$ cat config.mk
export PLATFORM = sky130hd
export DESIGN_NAME = exp_arbiter_flat
export DESIGN_NICKNAME = d
export VERILOG_FILES = /design/src/rtl/exp_arbiter_if.sv /design/src/rtl/exp_arbiter.sv /design/src/flat_wrapper.sv
export SDC_FILE = /design/constraint.sdc
export NUM_CORES = 1
export LEC_CHECK = 0
export ABC_CLOCK_PERIOD_IN_PS = 4500
export CAP_MARGIN = 0
export CORE_MARGIN = 2
export CORE_UTILIZATION = 30
export DETAILED_ROUTE_END_ITERATION = 8
export SETUP_SLACK_MARGIN = 0.02
export SLEW_MARGIN = 20
export SYNTH_ARGS = -nofsm -noshare
export SYNTH_HDL_FRONTEND = slang
export SYNTH_SLANG_ARGS = --single-unit
$ cat constraint.sdc
create_clock -name clk -period 4.5 [get_ports clk]
set_input_delay 0.9 -clock clk [delete_from_list [all_inputs] [get_ports clk]]
set_output_delay 0.9 -clock clk [all_outputs]
set_load 0.03 [all_outputs]
$ cat src/rtl/exp_arbiter_if.sv
// Exception arbiter bus: CPU/CP0-side controls in, request/EPC/status out.
// The master modport is the CPU side; the slave modport is the arbiter.
interface exp_arbiter_if #(
  parameter int unsigned NSRC = 4
);
  logic [NSRC-1:0] irq;
  logic            mask_we;
  logic [NSRC-1:0] mask_wdata;
  logic            glb_block;
  logic [31:0]     pc_in;
  logic            eret;
  logic            exp_ack;
  logic            exp_req;
  logic [2:0]      exp_code;
  logic [31:0]     epc_out;
  logic [NSRC-1:0] pending;
  logic            in_service;
  logic            tmo_flag;

  modport master (
    output irq, mask_we, mask_wdata, glb_block, pc_in, eret, exp_ack,
    input  exp_req, exp_code, epc_out, pending, in_service, tmo_flag
  );

  modport slave (
    input  irq, mask_we, mask_wdata, glb_block, pc_in, eret, exp_ack,
    output exp_req, exp_code, epc_out, pending, in_service, tmo_flag
  );
endinterface

$ cat src/rtl/exp_arbiter.sv
// Edge-triggered exception arbiter: pending/mask, fixed low-index priority, IDLE/REQ/SVC handshake.
// Optional request timeout enabled by defining EXP_TMO_EN.
module exp_arbiter #(
  parameter int unsigned NSRC    = 4,
  parameter int unsigned TMO_CYC = 16
) (
  input logic         clk,
  input logic         reset,
  exp_arbiter_if.slave bus
);

  localparam logic [1:0] S_IDLE = 2'd0;
  localparam logic [1:0] S_REQ  = 2'd1;
  localparam logic [1:0] S_SVC  = 2'd2;

  if (NSRC < 2 || NSRC > 8 || TMO_CYC < 1) begin : g_bad_param
    $error("exp_arbiter: NSRC must be 2..8 and TMO_CYC at least 1");
  end

  logic [1:0]      r_state;
  logic [1:0]      w_state_nxt;
  logic [NSRC-1:0] r_irq_prev;
  logic [NSRC-1:0] r_pending;
  logic [NSRC-1:0] r_mask;
  logic [NSRC-1:0] w_edge;
  logic [NSRC-1:0] w_elig;
  logic [NSRC-1:0] w_clr;
  logic [2:0]      r_code;
  logic [2:0]      w_win;
  logic [31:0]     r_epc;
  logic            r_exp_req;
  logic            r_in_service;
  logic            r_tmo_flag;
  logic            w_ack;
  logic            w_grant;
  logic            w_tmo_hit;

  assign w_edge  = bus.irq & ~r_irq_prev;
  assign w_elig  = r_pending & ~r_mask;
  assign w_ack   = (r_state == S_REQ) && bus.exp_ack;
  assign w_grant = (r_state == S_IDLE) && (w_state_nxt == S_REQ);
  assign w_clr   = w_ack ? (NSRC'(1) << r_code) : '0;

  // Lowest eligible index wins.
  always_comb begin
    w_win = '0;
    for (int i = int'(NSRC) - 1; i >= 0; i--) begin
      if (w_elig[i]) w_win = 3'(i);
    end
  end

`ifdef EXP_TMO_EN
  localparam int unsigned TW = $clog2(TMO_CYC) + 1;
  logic [TW-1:0] r_tmo_cnt;

  // Counts cycles spent in REQ; restarts on every entry.
  always_ff @(posedge clk) begin
    if (reset || r_state != S_REQ) r_tmo_cnt <= '0;
    else                           r_tmo_cnt <= r_tmo_cnt + TW'(1);
  end

  assign w_tmo_hit = (r_state == S_REQ) && (r_tmo_cnt == TW'(TMO_CYC - 1));
`else
  assign w_tmo_hit = 1'b0;
`endif

  always_ff @(posedge clk) begin
    if (reset) r_state <= S_IDLE;
    else       r_state <= w_state_nxt;
  end

  // Ack beats timeout in the same cycle; eret only matters in SVC.
  always_comb begin
    w_state_nxt = r_state;
    case (r_state)
      S_IDLE:  if (w_elig != '0 && !bus.glb_block) w_state_nxt = S_REQ;
      S_REQ: begin
        if (bus.exp_ack)    w_state_nxt = S_SVC;
        else if (w_tmo_hit) w_state_nxt = S_IDLE;
      end
      S_SVC:   if (bus.eret) w_state_nxt = S_IDLE;
      default: w_state_nxt = S_IDLE;
    endcase
  end

  always_ff @(posedge clk) begin
    if (reset) begin
      r_irq_prev   <= '0;
      r_pending    <= '0;
      r_mask       <= '0;
      r_code       <= '0;
      r_epc        <= '0;
      r_exp_req    <= 1'b0;
      r_in_service <= 1'b0;
      r_tmo_flag   <= 1'b0;
    end else begin
      r_irq_prev   <= bus.irq;
      r_pending    <= (r_pending & ~w_clr) | w_edge;
      r_exp_req    <= (w_state_nxt == S_REQ);
      r_in_service <= (w_state_nxt == S_SVC);
      if (bus.mask_we) r_mask <= bus.mask_wdata;
      if (w_grant) begin
        r_code <= w_win;
        r_epc  <= bus.pc_in;
      end
      if (w_tmo_hit && !bus.exp_ack) r_tmo_flag <= 1'b1;
    end
  end

  assign bus.exp_req    = r_exp_req;
  assign bus.exp_code   = r_code;
  assign bus.epc_out    = r_epc;
  assign bus.pending    = r_pending;
  assign bus.in_service = r_in_service;
  assign bus.tmo_flag   = r_tmo_flag;

endmodule

$ cat src/flat_wrapper.sv
// flat-port wrapper written by rule: the top's interface ports become plain ports
module exp_arbiter_flat 
#(
  parameter int unsigned NSRC    = 4,
  parameter int unsigned TMO_CYC = 16
)
  (clk, reset, bus_irq, bus_mask_we, bus_mask_wdata, bus_glb_block, bus_pc_in, bus_eret, bus_exp_ack, bus_exp_req, bus_exp_code, bus_epc_out, bus_pending, bus_in_service, bus_tmo_flag);
  exp_arbiter_if #(.NSRC(NSRC)) bus_i ();
  input logic clk;
  input logic reset;
  input wire logic [$bits(bus_i.irq)-1:0] bus_irq;
  input wire logic [$bits(bus_i.mask_we)-1:0] bus_mask_we;
  input wire logic [$bits(bus_i.mask_wdata)-1:0] bus_mask_wdata;
  input wire logic [$bits(bus_i.glb_block)-1:0] bus_glb_block;
  input wire logic [$bits(bus_i.pc_in)-1:0] bus_pc_in;
  input wire logic [$bits(bus_i.eret)-1:0] bus_eret;
  input wire logic [$bits(bus_i.exp_ack)-1:0] bus_exp_ack;
  output wire logic [$bits(bus_i.exp_req)-1:0] bus_exp_req;
  output wire logic [$bits(bus_i.exp_code)-1:0] bus_exp_code;
  output wire logic [$bits(bus_i.epc_out)-1:0] bus_epc_out;
  output wire logic [$bits(bus_i.pending)-1:0] bus_pending;
  output wire logic [$bits(bus_i.in_service)-1:0] bus_in_service;
  output wire logic [$bits(bus_i.tmo_flag)-1:0] bus_tmo_flag;
  assign bus_i.irq = bus_irq;
  assign bus_i.mask_we = bus_mask_we;
  assign bus_i.mask_wdata = bus_mask_wdata;
  assign bus_i.glb_block = bus_glb_block;
  assign bus_i.pc_in = bus_pc_in;
  assign bus_i.eret = bus_eret;
  assign bus_i.exp_ack = bus_exp_ack;
  assign bus_exp_req = bus_i.exp_req;
  assign bus_exp_code = bus_i.exp_code;
  assign bus_epc_out = bus_i.epc_out;
  assign bus_pending = bus_i.pending;
  assign bus_in_service = bus_i.in_service;
  assign bus_tmo_flag = bus_i.tmo_flag;
  exp_arbiter #(.NSRC(NSRC), .TMO_CYC(TMO_CYC)) u_core (.clk(clk), .reset(reset), .bus(bus_i));
endmodule
==> metrics.txt <==
Inst Count DP=approximately 360; Yosys reg bits=50; total gr overflow=0; initial antenna violation count=0; Synth cell types=25; vias in the first global route=~1500; Initial Util=0.312; most frequent cells in the layout=clkdlybuf4s50_1, nand2_1, dfxtp_1; post-route cell area=0.00276 sq mm; first-pass GRT wire length=between 6 and 7 mm; routed vias/inst=approximately 4.4; Fin Clk Skew=about 0.0035 ns; Max VDD drop=approximately 0.16 mV; DR DRC count=0; I/O Buffers=85; Worst Reg-to-Reg Cells=4; synth-to-layout area growth=48.6%; WS Path Type=in -> reg; CP max-delay cell=a41oi_4; GRT Util Overall=0.132; placed instance area=between 0.002 and 0.003 sq mm; layout cell share with drive strength beyond 1=0.0414; crit-path max cell delay=roughly 0.80 ns; CP arrival=about 2.8 ns; boundary pin count=between 80 and 90; Yosys warning total=0; TritonCTS clock tree=built; Tmin final=approximately 2.6 ns; Final Hold Fails=0; Mapped Cells=approximately 210; status=completed; reg-to-reg endpoint=u_core.bus.exp_code[0]$_SDFFE_PP0P_; pwr dens=around 350 mW/mm^2; H-tree depth=2; Clock Tree Root=clkbuf_8; most common cell after layout, fill and taps aside=clkdlybuf4s50_1; CP endpoint kind=flop; Critical Path Source=bus_glb_block; CTS buffer count=5; crit path cell chain=clkdlybuf4s50_1 > or3_4 > a41oi_4 > nand3_1 > a21oi_1; Data required, critical path=~4.7 ns; Final period util=0.579; leak pwr=~0.99 nW; R2R Path Start=u_core.r_state[1]$_SDFF_PP0_; Finish-stage setup viols=0; CP Launch Type=primary input; Die ar.=a little under 0.007 sq mm; Syn Area/Cell=around 8.7 sq um; DR pass1 iterations=4; Max Cap Viol=0; detailed-route via count=~1600; core area=0.00596 sq mm; worst relative slew slack=0.333; fmax=0.384 GHz; # diodes=0; post-CTS sizing=0; Iter 0 DRT Violations=61; Non-Filler Instances=around 370; routed len/inst=12.1 um; TritonCTS Sinks=50; Final #Nets=336; fillcell total=~600; area of the mapped netlist=0.00186 sq mm; R2R Setup Slk=roughly 2.5 ns; fin. max-slew vios=0; dpl hpwl=slightly below 3 mm; Post-CTS Setup Repair Bufs=0; antenna-violating nets left=0; RSZ-0062 raised after global routing=false; DRT Wirelength=about 4.4 mm; die width=between 80 and 90 um; Total Power=967 uW; GPL Wtd Cong=between 0.7 and 0.8; Post-CTS Hold Fix Bufs=0; sequential cell area fraction in the yosys report=0.539; critical path peak fanout=33; crit path capture=u_core.bus.exp_code[0]$_SDFFE_PP0P_; Worst Hold Class=reg -> reg; largest net degree at the start of global routing=51; count of standard-cell rows=28; Die H=roughly 83 um; clock-pin slew on the worst setup and hold paths=0.08 ns; TNS Setup=0 ns; Clk Latency, worst-skew pair=0.29 ns; clk buf depth=2; worst-margin pin slew=0.998 ns
-- logic make-up after synthesis --
family | synth area share
compound gates | 0.154
buf+inv | 0.0668
simple gates | 0.216
flops | 0.539
mux | 0.0216
other cells | 0.00202
-- synth_stat cells --
master,count,area (sq um)
clkbuf_1,6,22.5
or3_4,1,11.3
nor2b_1,5,31.3
buf_1,1,3.75
inv_1,1,3.75
a41oi_4,1,27.5
a41o_1,1,10.0
nand3_1,1,5.00
nor3_1,1,5.00
nand2b_1,7,43.8
o31ai_1,2,15.0
a21oi_2,1,8.76
or3b_2,1,8.76
or2b_2,1,8.76
mux2i_1,4,40.0
nand4b_1,1,8.76
a21oi_1,42,210
o21ai_0,3,15.0
buf_6,7,78.8
nand2_1,66,248
buf_4,2,15.0
conb_1,1,3.75
dfxtp_1,50,1000
nor2_1,6,22.5
nand3b_1,1,7.51
-- power by group --
part / total (mW) / internal (mW) / leakage, nW / switching, mW
logic: 0.235 / 0.107 / 0.541 / 0.128
clock network: 0.239 / 0.107 / 0.0383 / 0.132
registers: 0.494 / 0.475 / 0.411 / 0.0189
total: 0.967 / 0.689 / 0.990 / 0.279
-- worst min-delay path by stage --
stage,endpoint,depth (start not counted),startpoint,slack [ns]
2_1_floorplan,u_core.r_mask[1]$_SDFFE_PP0P_,2,u_core.r_mask[1]$_SDFFE_PP0P_,0.45
3_3_place_gp,u_core.bus.epc_out[20]$_SDFFE_PP0P_,2,u_core.bus.epc_out[20]$_SDFFE_PP0P_,0.44
3_5_place_dp,u_core.bus.epc_out[15]$_SDFFE_PP0P_,2,u_core.bus.epc_out[15]$_SDFFE_PP0P_,0.45
4_1_cts,u_core.bus.epc_out[4]$_SDFFE_PP0P_,2,u_core.bus.epc_out[4]$_SDFFE_PP0P_,0.46
5_1_grt,u_core.bus.epc_out[4]$_SDFFE_PP0P_,2,u_core.bus.epc_out[4]$_SDFFE_PP0P_,0.47
6_report,u_core.bus.epc_out[20]$_SDFFE_PP0P_,2,u_core.bus.epc_out[20]$_SDFFE_PP0P_,0.46
-- per-layer routing --
metal / vias up / track usage / wire length (um)
li1: 845 / - / -
met1: 711 / 0.170 / 2060
met2: 50 / 0.206 / 1950
met3: 6 / 0.0359 / 333
met4: 0 / 0.0590 / 76
met5: - / 0 / 0
-- flip-flops by register name (all words and copies together), names as in the netlist --
name                   count
u_core.bus.epc_out        32
u_core.bus.pending         4
u_core.r_irq_prev          4
u_core.r_mask              4
u_core.bus.exp_code        2
u_core.r_state             2
u_core.bus.exp_req         1
u_core.bus.in_service      1
-- final cells by class --
cell class	instances	area (sq um)	area share
Sequential cell	50	1000	0.363
Timing Repair Buffer	85	846	0.307
Multi-Input combinational cell	147	736	0.267
Tap cell	75	93.8	0.0340
Clock buffer	7	76.3	0.0277
Inverter	1	3.75	0.00136
-- critical path, delay by kind of cell --
| kind | cells | cell delay [ns] |
|---|---|---|
| and+or+nand+nor | 2 | 0.54 |
| AOI/OAI and AO/OA | 2 | 0.98 |
| buffers and inverters | 1 | 0.41 |
-- stage by stage --
| step | hold WS [ns] | util | worst slack [ns] |
|---|---|---|---|
| floorplan | 0.451 | - | 2.54 |
| global placement | 0.441 | 0.450 | 1.62 |
| detailed placement | 0.448 | 0.450 | 1.56 |
| CTS | 0.462 | 0.463 | 1.88 |
| global route | 0.474 | 0.463 | 1.78 |
| finish | 0.459 | 0.463 | 1.89 |
Note: power is estimated with default switching activity, not from simulation.
